`src/rtl/apb_master_pkg.sv`:
```
// Shared encodings and default widths for the APB requester slice.
package apb_master_pkg;

    localparam int DEF_ADDR_WIDTH = 8;
    localparam int DEF_DATA_WIDTH = 8;
    localparam int DEF_TIMEOUT    = 16;
    // Wide enough for the largest legal TIMEOUT (255).
    localparam int CNT_WIDTH      = 8;

    typedef enum logic [1:0] {
        IDLE   = 2'b00,
        SETUP  = 2'b01,
        ACCESS = 2'b10
    } apb_state_e;

endpackage

```
`src/rtl/apb_master_if.sv`:
```
// APB bus between one requester and one completer.
interface apb_master_if
    import apb_master_pkg::*;
#(
    parameter int ADDR_WIDTH = DEF_ADDR_WIDTH,
    parameter int DATA_WIDTH = DEF_DATA_WIDTH
) ();

    logic                  psel;
    logic                  penable;
    logic                  pwrite;
    logic [ADDR_WIDTH-1:0] paddr;
    logic [DATA_WIDTH-1:0] pwdata;
    logic [DATA_WIDTH-1:0] prdata;
    logic                  pready;
    logic                  pslverr;

    // A transfer completes on the first ACCESS cycle that samples pready=1;
    // paddr/pwrite/pwdata stay stable from SETUP until that cycle.
    modport master (
        output psel, penable, pwrite, paddr, pwdata,
        input  prdata, pready, pslverr
    );

    modport slave (
        input  psel, penable, pwrite, paddr, pwdata,
        output prdata, pready, pslverr
    );

endinterface

```
`src/rtl/apb_timeout_cnt.sv`:
```
// Counts ACCESS wait cycles; expired flags the last cycle allowed before abort.
module apb_timeout_cnt
    import apb_master_pkg::*;
(
    input  logic                 pclk,
    input  logic                 prst_n,
    input  logic                 clr,
    input  logic                 en,
    input  logic [CNT_WIDTH-1:0] limit,
    output logic                 expired
);

    logic [CNT_WIDTH-1:0] count;

    assign expired = (count == limit - 1'b1);

    // Holding at the limit keeps the count from wrapping if en lingers.
    always_ff @(posedge pclk or negedge prst_n) begin
        if (!prst_n) begin
            count <= '0;
        end else if (clr) begin
            count <= '0;
        end else if (en && !expired) begin
            count <= count + 1'b1;
        end
    end

endmodule

```
`src/rtl/apb_master.sv`:
```
// Single-outstanding APB requester: command in, APB SETUP/ACCESS out, one-cycle response pulse.
module apb_master
    import apb_master_pkg::*;
#(
    parameter int ADDR_WIDTH = DEF_ADDR_WIDTH,
    parameter int DATA_WIDTH = DEF_DATA_WIDTH,
    parameter int TIMEOUT    = DEF_TIMEOUT
) (
    input  logic                  pclk,
    input  logic                  prst_n,
    // Command channel: a command transfers on a cycle with cmd_valid && cmd_ready.
    input  logic                  cmd_valid,
    output logic                  cmd_ready,
    input  logic                  cmd_write,
    input  logic [ADDR_WIDTH-1:0] cmd_addr,
    input  logic [DATA_WIDTH-1:0] cmd_wdata,
    output logic                  rsp_valid,
    output logic [DATA_WIDTH-1:0] rsp_rdata,
    output logic                  rsp_err,
    output logic                  rsp_timeout,
    apb_master_if.master          apb,
    output apb_state_e            state_dbg
);

    localparam logic [CNT_WIDTH-1:0] LIMIT = CNT_WIDTH'(TIMEOUT);

    apb_state_e state_q, state_d;

    logic                  accept;
    logic                  done_ok;
    logic                  done_to;
    logic                  cnt_expired;
    logic                  psel_q;
    logic                  penable_q;
    logic                  pwrite_q;
    logic [ADDR_WIDTH-1:0] paddr_q;
    logic [DATA_WIDTH-1:0] pwdata_q;
    logic                  rsp_valid_q;
    logic [DATA_WIDTH-1:0] rsp_rdata_q;
    logic                  rsp_err_q;
    logic                  rsp_timeout_q;

    assign cmd_ready = (state_q == IDLE);
    assign accept    = cmd_valid && cmd_ready;
    assign state_dbg = state_q;

    apb_timeout_cnt u_timeout_cnt (
        .pclk    (pclk),
        .prst_n  (prst_n),
        .clr     (accept),
        .en      ((state_q == ACCESS) && !apb.pready),
        .limit   (LIMIT),
        .expired (cnt_expired)
    );

    always_ff @(posedge pclk or negedge prst_n) begin
        if (!prst_n) begin
            state_q <= IDLE;
        end else begin
            state_q <= state_d;
        end
    end

    // pready is checked before the counter so a ready on the limit cycle completes.
    always_comb begin
        state_d = IDLE;
        done_ok = 1'b0;
        done_to = 1'b0;
        case (state_q)
            IDLE:    state_d = accept ? SETUP : IDLE;
            SETUP:   state_d = ACCESS;
            ACCESS: begin
                if (apb.pready) begin
                    done_ok = 1'b1;
                end else if (cnt_expired) begin
                    done_to = 1'b1;
                end else begin
                    state_d = ACCESS;
                end
            end
            default: state_d = IDLE;
        endcase
    end

    // Every bus and response output comes straight from a flop.
    always_ff @(posedge pclk or negedge prst_n) begin
        if (!prst_n) begin
            psel_q        <= 1'b0;
            penable_q     <= 1'b0;
            pwrite_q      <= 1'b0;
            paddr_q       <= '0;
            pwdata_q      <= '0;
            rsp_valid_q   <= 1'b0;
            rsp_rdata_q   <= '0;
            rsp_err_q     <= 1'b0;
            rsp_timeout_q <= 1'b0;
        end else begin
            psel_q      <= (state_d != IDLE);
            penable_q   <= (state_d == ACCESS);
            rsp_valid_q <= done_ok || done_to;
            if (accept) begin
                pwrite_q <= cmd_write;
                paddr_q  <= cmd_addr;
                pwdata_q <= cmd_write ? cmd_wdata : '0;
            end
            if (done_ok) begin
                rsp_rdata_q   <= pwrite_q ? '0 : apb.prdata;
                rsp_err_q     <= apb.pslverr;
                rsp_timeout_q <= 1'b0;
            end else if (done_to) begin
                rsp_rdata_q   <= '0;
                rsp_err_q     <= 1'b1;
                rsp_timeout_q <= 1'b1;
            end
        end
    end

    assign apb.psel    = psel_q;
    assign apb.penable = penable_q;
    assign apb.pwrite  = pwrite_q;
    assign apb.paddr   = paddr_q;
    assign apb.pwdata  = pwdata_q;

    assign rsp_valid   = rsp_valid_q;
    assign rsp_rdata   = rsp_rdata_q;
    assign rsp_err     = rsp_err_q;
    assign rsp_timeout = rsp_timeout_q;

endmodule

```
`src/flat_wrapper.sv`:
```
// flat-port wrapper written by rule: the top's interface ports become plain ports
module apb_master_flat import apb_master_pkg::*;
#(
    parameter int ADDR_WIDTH = DEF_ADDR_WIDTH,
    parameter int DATA_WIDTH = DEF_DATA_WIDTH,
    parameter int TIMEOUT    = DEF_TIMEOUT
)
  (pclk, prst_n, cmd_valid, cmd_ready, cmd_write, cmd_addr, cmd_wdata, rsp_valid, rsp_rdata, rsp_err, rsp_timeout, state_dbg, apb_psel, apb_penable, apb_pwrite, apb_paddr, apb_pwdata, apb_prdata, apb_pready, apb_pslverr);
  apb_master_if #(.ADDR_WIDTH(ADDR_WIDTH), .DATA_WIDTH(DATA_WIDTH)) apb_i ();
  input  logic pclk;
  input  logic prst_n;
  input  logic cmd_valid;
  output logic cmd_ready;
  input  logic cmd_write;
  input  logic [ADDR_WIDTH-1:0] cmd_addr;
  input  logic [DATA_WIDTH-1:0] cmd_wdata;
  output logic rsp_valid;
  output logic [DATA_WIDTH-1:0] rsp_rdata;
  output logic rsp_err;
  output logic rsp_timeout;
  output apb_state_e state_dbg;
  output wire logic [$bits(apb_i.psel)-1:0] apb_psel;
  output wire logic [$bits(apb_i.penable)-1:0] apb_penable;
  output wire logic [$bits(apb_i.pwrite)-1:0] apb_pwrite;
  output wire logic [$bits(apb_i.paddr)-1:0] apb_paddr;
  output wire logic [$bits(apb_i.pwdata)-1:0] apb_pwdata;
  input wire logic [$bits(apb_i.prdata)-1:0] apb_prdata;
  input wire logic [$bits(apb_i.pready)-1:0] apb_pready;
  input wire logic [$bits(apb_i.pslverr)-1:0] apb_pslverr;
  assign apb_psel = apb_i.psel;
  assign apb_penable = apb_i.penable;
  assign apb_pwrite = apb_i.pwrite;
  assign apb_paddr = apb_i.paddr;
  assign apb_pwdata = apb_i.pwdata;
  assign apb_i.prdata = apb_prdata;
  assign apb_i.pready = apb_pready;
  assign apb_i.pslverr = apb_pslverr;
  apb_master #(.ADDR_WIDTH(ADDR_WIDTH), .DATA_WIDTH(DATA_WIDTH), .TIMEOUT(TIMEOUT)) u_core (.pclk(pclk), .prst_n(prst_n), .cmd_valid(cmd_valid), .cmd_ready(cmd_ready), .cmd_write(cmd_write), .cmd_addr(cmd_addr), .cmd_wdata(cmd_wdata), .rsp_valid(rsp_valid), .rsp_rdata(rsp_rdata), .rsp_err(rsp_err), .rsp_timeout(rsp_timeout), .apb(apb_i), .state_dbg(state_dbg));
endmodule
```
`config.mk`:
```
export PLATFORM = sky130hd
export DESIGN_NAME = apb_master_flat
export DESIGN_NICKNAME = d
export VERILOG_FILES = /design/src/rtl/apb_master_pkg.sv /design/src/rtl/apb_master_if.sv /design/src/rtl/apb_timeout_cnt.sv /design/src/rtl/apb_master.sv /design/src/flat_wrapper.sv
export SDC_FILE = /design/constraint.sdc
export NUM_CORES = 1
export LEC_CHECK = 0
export ABC_AREA = 0
export BUFFER_PORTS_ARGS = -buffer_cell sky130_fd_sc_hd__buf_2
export CAP_MARGIN = 10
export CORE_MARGIN = 3
export CORE_UTILIZATION = 48
export CTS_CLUSTER_DIAMETER = 150
export DETAILED_ROUTE_END_ITERATION = 16
export GPL_TIMING_DRIVEN = 0
export PLACE_DENSITY = 0.84
export SYNTH_ARGS = -nofsm -noshare
export SYNTH_HDL_FRONTEND = slang
export SYNTH_SLANG_ARGS = --single-unit
```
`constraint.sdc`:
```
create_clock -name pclk -period 1.99 [get_ports pclk]
set_clock_uncertainty 0.15 [all_clocks]
set_input_delay 0.2985 -clock pclk [delete_from_list [all_inputs] [get_ports pclk]]
set_output_delay 0.2985 -clock pclk [all_outputs]
set_load 0.02 [all_outputs]
```
# Word-level counts from Yosys, hierarchy flattened

Cells that the tools add are included.
W data, S select, Z words.

Bits in registers: 40
Input bits: 30
Output and inout port bits: 33
Word-level logic and storage cells: 44

Add/subtract/negate cells: 1
Equality and inequality tests: 4
Muxes and demuxes: 18
Reductions and logical operators: 10

Operators by type and width:

| operator              | count |
|---|---|
| $mux W8               | 6 |
| $mux W1               | 9 |
| $add A8 B1 Y8 const B | 1 |
| $eq A8 B4 Y1 const B  | 1 |
| $pmux W2 S3           | 1 |
| $reduce_bool A2 Y1    | 3 |
| $eq A2 B2 Y1 const B  | 2 |
| $mux W2               | 2 |
| $logic_and A1 B1 Y1   | 3 |
| $eq A2 B1 Y1 const B  | 1 |
| $logic_not A1 Y1      | 2 |
| $logic_not A2 Y1      | 1 |
| $logic_or A1 B1 Y1    | 1 |

# Logic depth before layout (Yosys ltp)

Depth in word-level cells: 6
Gate-level depth with buffers: 5
Gate-level depth less buffers: 4

# By module

From an unflattened synthesis, not the netlist that was laid out.

Cell total of the unflattened synthesis: 179
Area, all modules: 1920.6 sq um

Modules (own cells, without submodules):

| module          | instances | cells each | area an instance (sq um) | seq. area each (sq um) |
|---|---|---|---|---|
| apb_master      | 1         | 97         | 1231.2                   | 800.8 |
| apb_timeout_cnt | 1         | 82         | 689.4                    | 200.2 |

# Least setup slack after synthesis

OpenSTA, ideal clock, no wires.

Kind: reg-to-reg
From: register u_core.state_q[1], in the netlist u_core.state_dbg[1]
To: register u_core.u_timeout_cnt.count[7]
Library setup time: 0.073 ns
Data arrival time: 1.575 ns
Path slack: 0.192 ns
Cell stages (with the launch flop): 4
Buffers on the path: 0
Cell sequence: dfrtp_1 > or3b_1 > or4_4 > a21oi_2

Longest elaborated chain between the ends: 4
Elaborated cells between the ends (all ways): 7

Ends and longest elaborated chain:

| item                                | RTL line              | RTL |
|---|---|---|
| start, declared                     | apb_master.sv:27      | `apb_state_e state_q, state_d;` |
| start signal, assigned              | apb_master.sv:60      | `state_q <= state_d;` |
| $eq A2 B2 Y1                        | apb_master.sv:51      | `.en ((state_q == ACCESS) && !apb.pready),` |
| $logic_and A1 B1 Y1                 | apb_master.sv:51      |  |
| $logic_and A1 B1 Y1                 | apb_timeout_cnt.sv:23 | `end else if (en && !expired) begin` |
| $reduce_bool A2 Y1 (no source line) | --                    |  |
| end signal, assigned                | apb_timeout_cnt.sv:24 | `count <= count + 1'b1;` |
| end, declared                       | apb_timeout_cnt.sv:13 | `logic [CNT_WIDTH-1:0] count;` |

Parallel ways exist; a longest one is shown, timed or not.
A chain may end at the register's enable or synchronous reset.

# Worst setup path after layout

Same ends and word-level chain as after synthesis.

==> out/qor.txt <==
Slew @ Worst Pin - 840.0 ps
Max Cap Viol - 0
Via density - 5.176
DRT Wirelength - 3.698 mm
leading area contributor after synthesis - dfrtp_1
Core Area - 3390 um^2
most used flip-flop cell after synthesis - dfrtp_1
hold-critical path depth - 2
total power - 0.003217 W
Finished Layout Cells - 272
critical-path maximum fanout - 10
DP Wirelength - 2.698 mm
DR WL/cell - 13.60 um
ys async rst share - 100.0%
Initial Utilization - 50.39%
mapped cell area - 1708 um^2
Area contributors post-synth - dfrtp_1 59%, nand2_1 6.6%, mux2_2 5.9%, o32ai_1 4.1%, o21ai_0 3.5%
DRC viols - 0
hold crit path type - in2reg
Slew Viols, Final - 0
Overflow after GRT - 0
syn avg cell area - 10.95 um^2
CP Launch Type - flop
crit share post-route - 93.36%
Max-Slew Margin vs Limit - 44.00%
drt first pass iters - 4
syn_nets - 187
post-route minimum period - 1858 ps
worst IR drop on VDD - 0.7893 mV
setup slack after placement - 83.82 ps
setup TNS - 0 ps
Skew-Pair Late Insertion Delay - 350 ps
Inserted Diodes - 0
share of post-route cells with drive strength above 1 - 38.05%
crit end category - flop
EDFF count, synth - 0
total CTS buffers - 5
Die ar. - 4310 um^2
Post-Place Cells - 263
hold path start - cmd_addr[3]
Die Y - 65.65 um
largest net degree at the start of global routing - 41
TritonCTS clock tree - built
LEAKAGE - 1.117 nW
reg2reg end - u_core.u_timeout_cnt.count[7]
Pwr Density - 1460 nW/um^2
Layout area overhead - 29.01%
GPL Wtd Cong - 0.7274
sequential fraction of the synthesis area - 58.61%
Root Driver - clkbuf_4
DRT antenna net count - 0
RSZ-0062 raised after global routing - false
global-route wire length before repair - 6.189 mm
vias in the first global route - 1395
initial antenna violation count - 0
I/O Pins - 63
post-synth top area share - 58.61%
# port buffers - 61
status - finished, final reports clean
Syn Inst Count - 156
Cell Area, Placed - 2071 um^2
Worst R2R Path Depth - 3
kind of critical path - reg2reg
clk sink count - 40
Distinct cells, synth - 34
Worst Path Required - 2120 ps
number of synthesis warnings - 0
Worst-path clk slew - 110 ps
Yosys reg bits - 40
crit path DAT - 1990 ps
total number of vias - 1408
H-tree depth - 2
Starting DRT DRC Count - 84
reg2reg start - u_core.state_dbg[1]
fmax - 538.2 MHz
hold endpoint - u_core.apb.paddr[3]
GRT Total Usage - 18.62%
Final #Nets - 257
final count of negative-setup-slack endpoints - 0
Die X - 65.65 um
setup slack, reg-to-reg - 130 ps
worst setup margin - 132.1 ps
Hold Fails Final Rpt - 0
Max Root-Sink Buffers - 2
Design Area, Final - 2203 um^2
placement row count - 21
==> worst max-delay path, cell delays in order, from the launching register on <==
cell and delay [ps]:
dfrtp_1 530, or3b_1 430, or4_4 530, a21oi_2 150
==> routing by layer <==
layer / wire (um) / GRT usage, %
met1: 1616 / 24.24
met2: 1752 / 29.04
met3: 268 / 5.812
met4: 60 / 6.995
met5: 0 / 0
==> report_power, final <==
part / leakage, nW / switching, W / internal (W) / total, W
sequential: 0.513 / 0.000188 / 0.00111 / 0.00130
combinational: 0.553 / 0.000811 / 0.000467 / 0.00128
clock: 0.0513 / 0.000251 / 0.000385 / 0.000636
total: 1.12 / 0.00125 / 0.00197 / 0.00322
==> kinds of logic after synthesis <==
group | Yosys count | share of synthesized area, %
AND/OR/NAND/NOR | 49 | 15.09
flip-flops | 40 | 58.61
AO/OA/AOI/OAI | 32 | 12.60
buffers and inverters | 21 | 4.688
multiplexers | 13 | 8.279
adder cells (fa/ha/maj) | 1 | 0.7325
==> cells in the mapped netlist, types with 2 or more instances <==
master,instances
o31ai_1,3
or4_1,2
nand2_1,30
nor2_1,2
o32ai_1,8
buf_1,3
or4_4,2
a21oi_1,2
clkbuf_1,4
nand3_1,2
mux2_2,9
dfrtp_1,40
inv_1,13
mux2i_1,4
o21ai_0,12
a211oi_1,2
==> registers in the layout, indices dropped and copies added, names as in the netlist <==
register	flops
u_core.state_dbg	2
u_core.rsp_timeout	1
u_core.apb.penable	1
u_core.rsp_rdata	8
u_core.rsp_err	1
u_core.rsp_valid	1
u_core.apb.pwrite	1
u_core.apb.psel	1
u_core.apb.pwdata	8
u_core.apb.paddr	8
u_core.u_timeout_cnt.count	8
==> cell type report <==
cell class	instances	area, um^2
plain buffers	8	32.53
well taps	46	57.56
flip-flops and latches	40	1001
fillers	270	1186
multi-input cells	95	630.6
repair buffers	63	335.3
clock inverters	2	60.06
clock buffers	5	37.54
inverters	13	48.80
==> worst max-delay path by stage <==
stage	start	to	slack, ps	cells after the start
3_3_place_gp	u_core.u_timeout_cnt.count[4]	u_core.rsp_rdata[1]	120	3
4_1_cts	u_core.u_timeout_cnt.count[4]	u_core.u_timeout_cnt.count[1]	50	3
5_1_grt	u_core.state_dbg[0]	u_core.rsp_rdata[5]	10	5
2_1_floorplan	u_core.state_dbg[1]	u_core.u_timeout_cnt.count[7]	190	3
3_5_place_dp	u_core.u_timeout_cnt.count[4]	u_core.u_timeout_cnt.count[1]	80	3
6_report	u_core.state_dbg[1]	u_core.u_timeout_cnt.count[7]	130	3
==> layout by cell type (no fill, tap or decap), drive strengths merged <==
cell / synthesis / layout
buf: 4 / 65
dfrtp: 40 / 40
nand2: 30 / 30
inv: 13 / 13
o21ai: 13 / 13
clkbuf: 4 / 10
mux2: 9 / 9
o32ai: 8 / 8
mux2i: 4 / 4
or4: 4 / 4
o31ai: 3 / 3
a21oi: 3 / 3
nand3: 2 / 2
nor2: 2 / 2
a211oi: 2 / 2
bufinv: 0 / 2
or3b: 2 / 2
nor3: 2 / 2
nor3b: 1 / 1
nand4bb: 1 / 1
nand3b: 1 / 1
nand4: 1 / 1
nor4: 1 / 1
and3: 1 / 1
o211ai: 1 / 1
nand2b: 1 / 1
o22a: 1 / 1
a21o: 1 / 1
ha: 1 / 1
dlygate4sd3: 0 / 1
==> stage by stage <==
step	util, %	hold slack [ps]
5_1_grt	65.01	8.390
3_5_place_dp	61.09	309.8
6_report	65.01	19.40
4_1_cts	64.27	8.272
2_1_floorplan	-	-147.1
3_3_place_gp	61.09	308.2
==> repair_timing <==
item | 4_1_cts | 5_1_grt
setup buffers | 0 | 1
hold buffers | 1 | 0
hold endpoints to repair | 40 | 0
endpoints found under the setup margin | 0 | 13
gates resized for setup | 0 | 2
(Power assumes the default switching activity.)
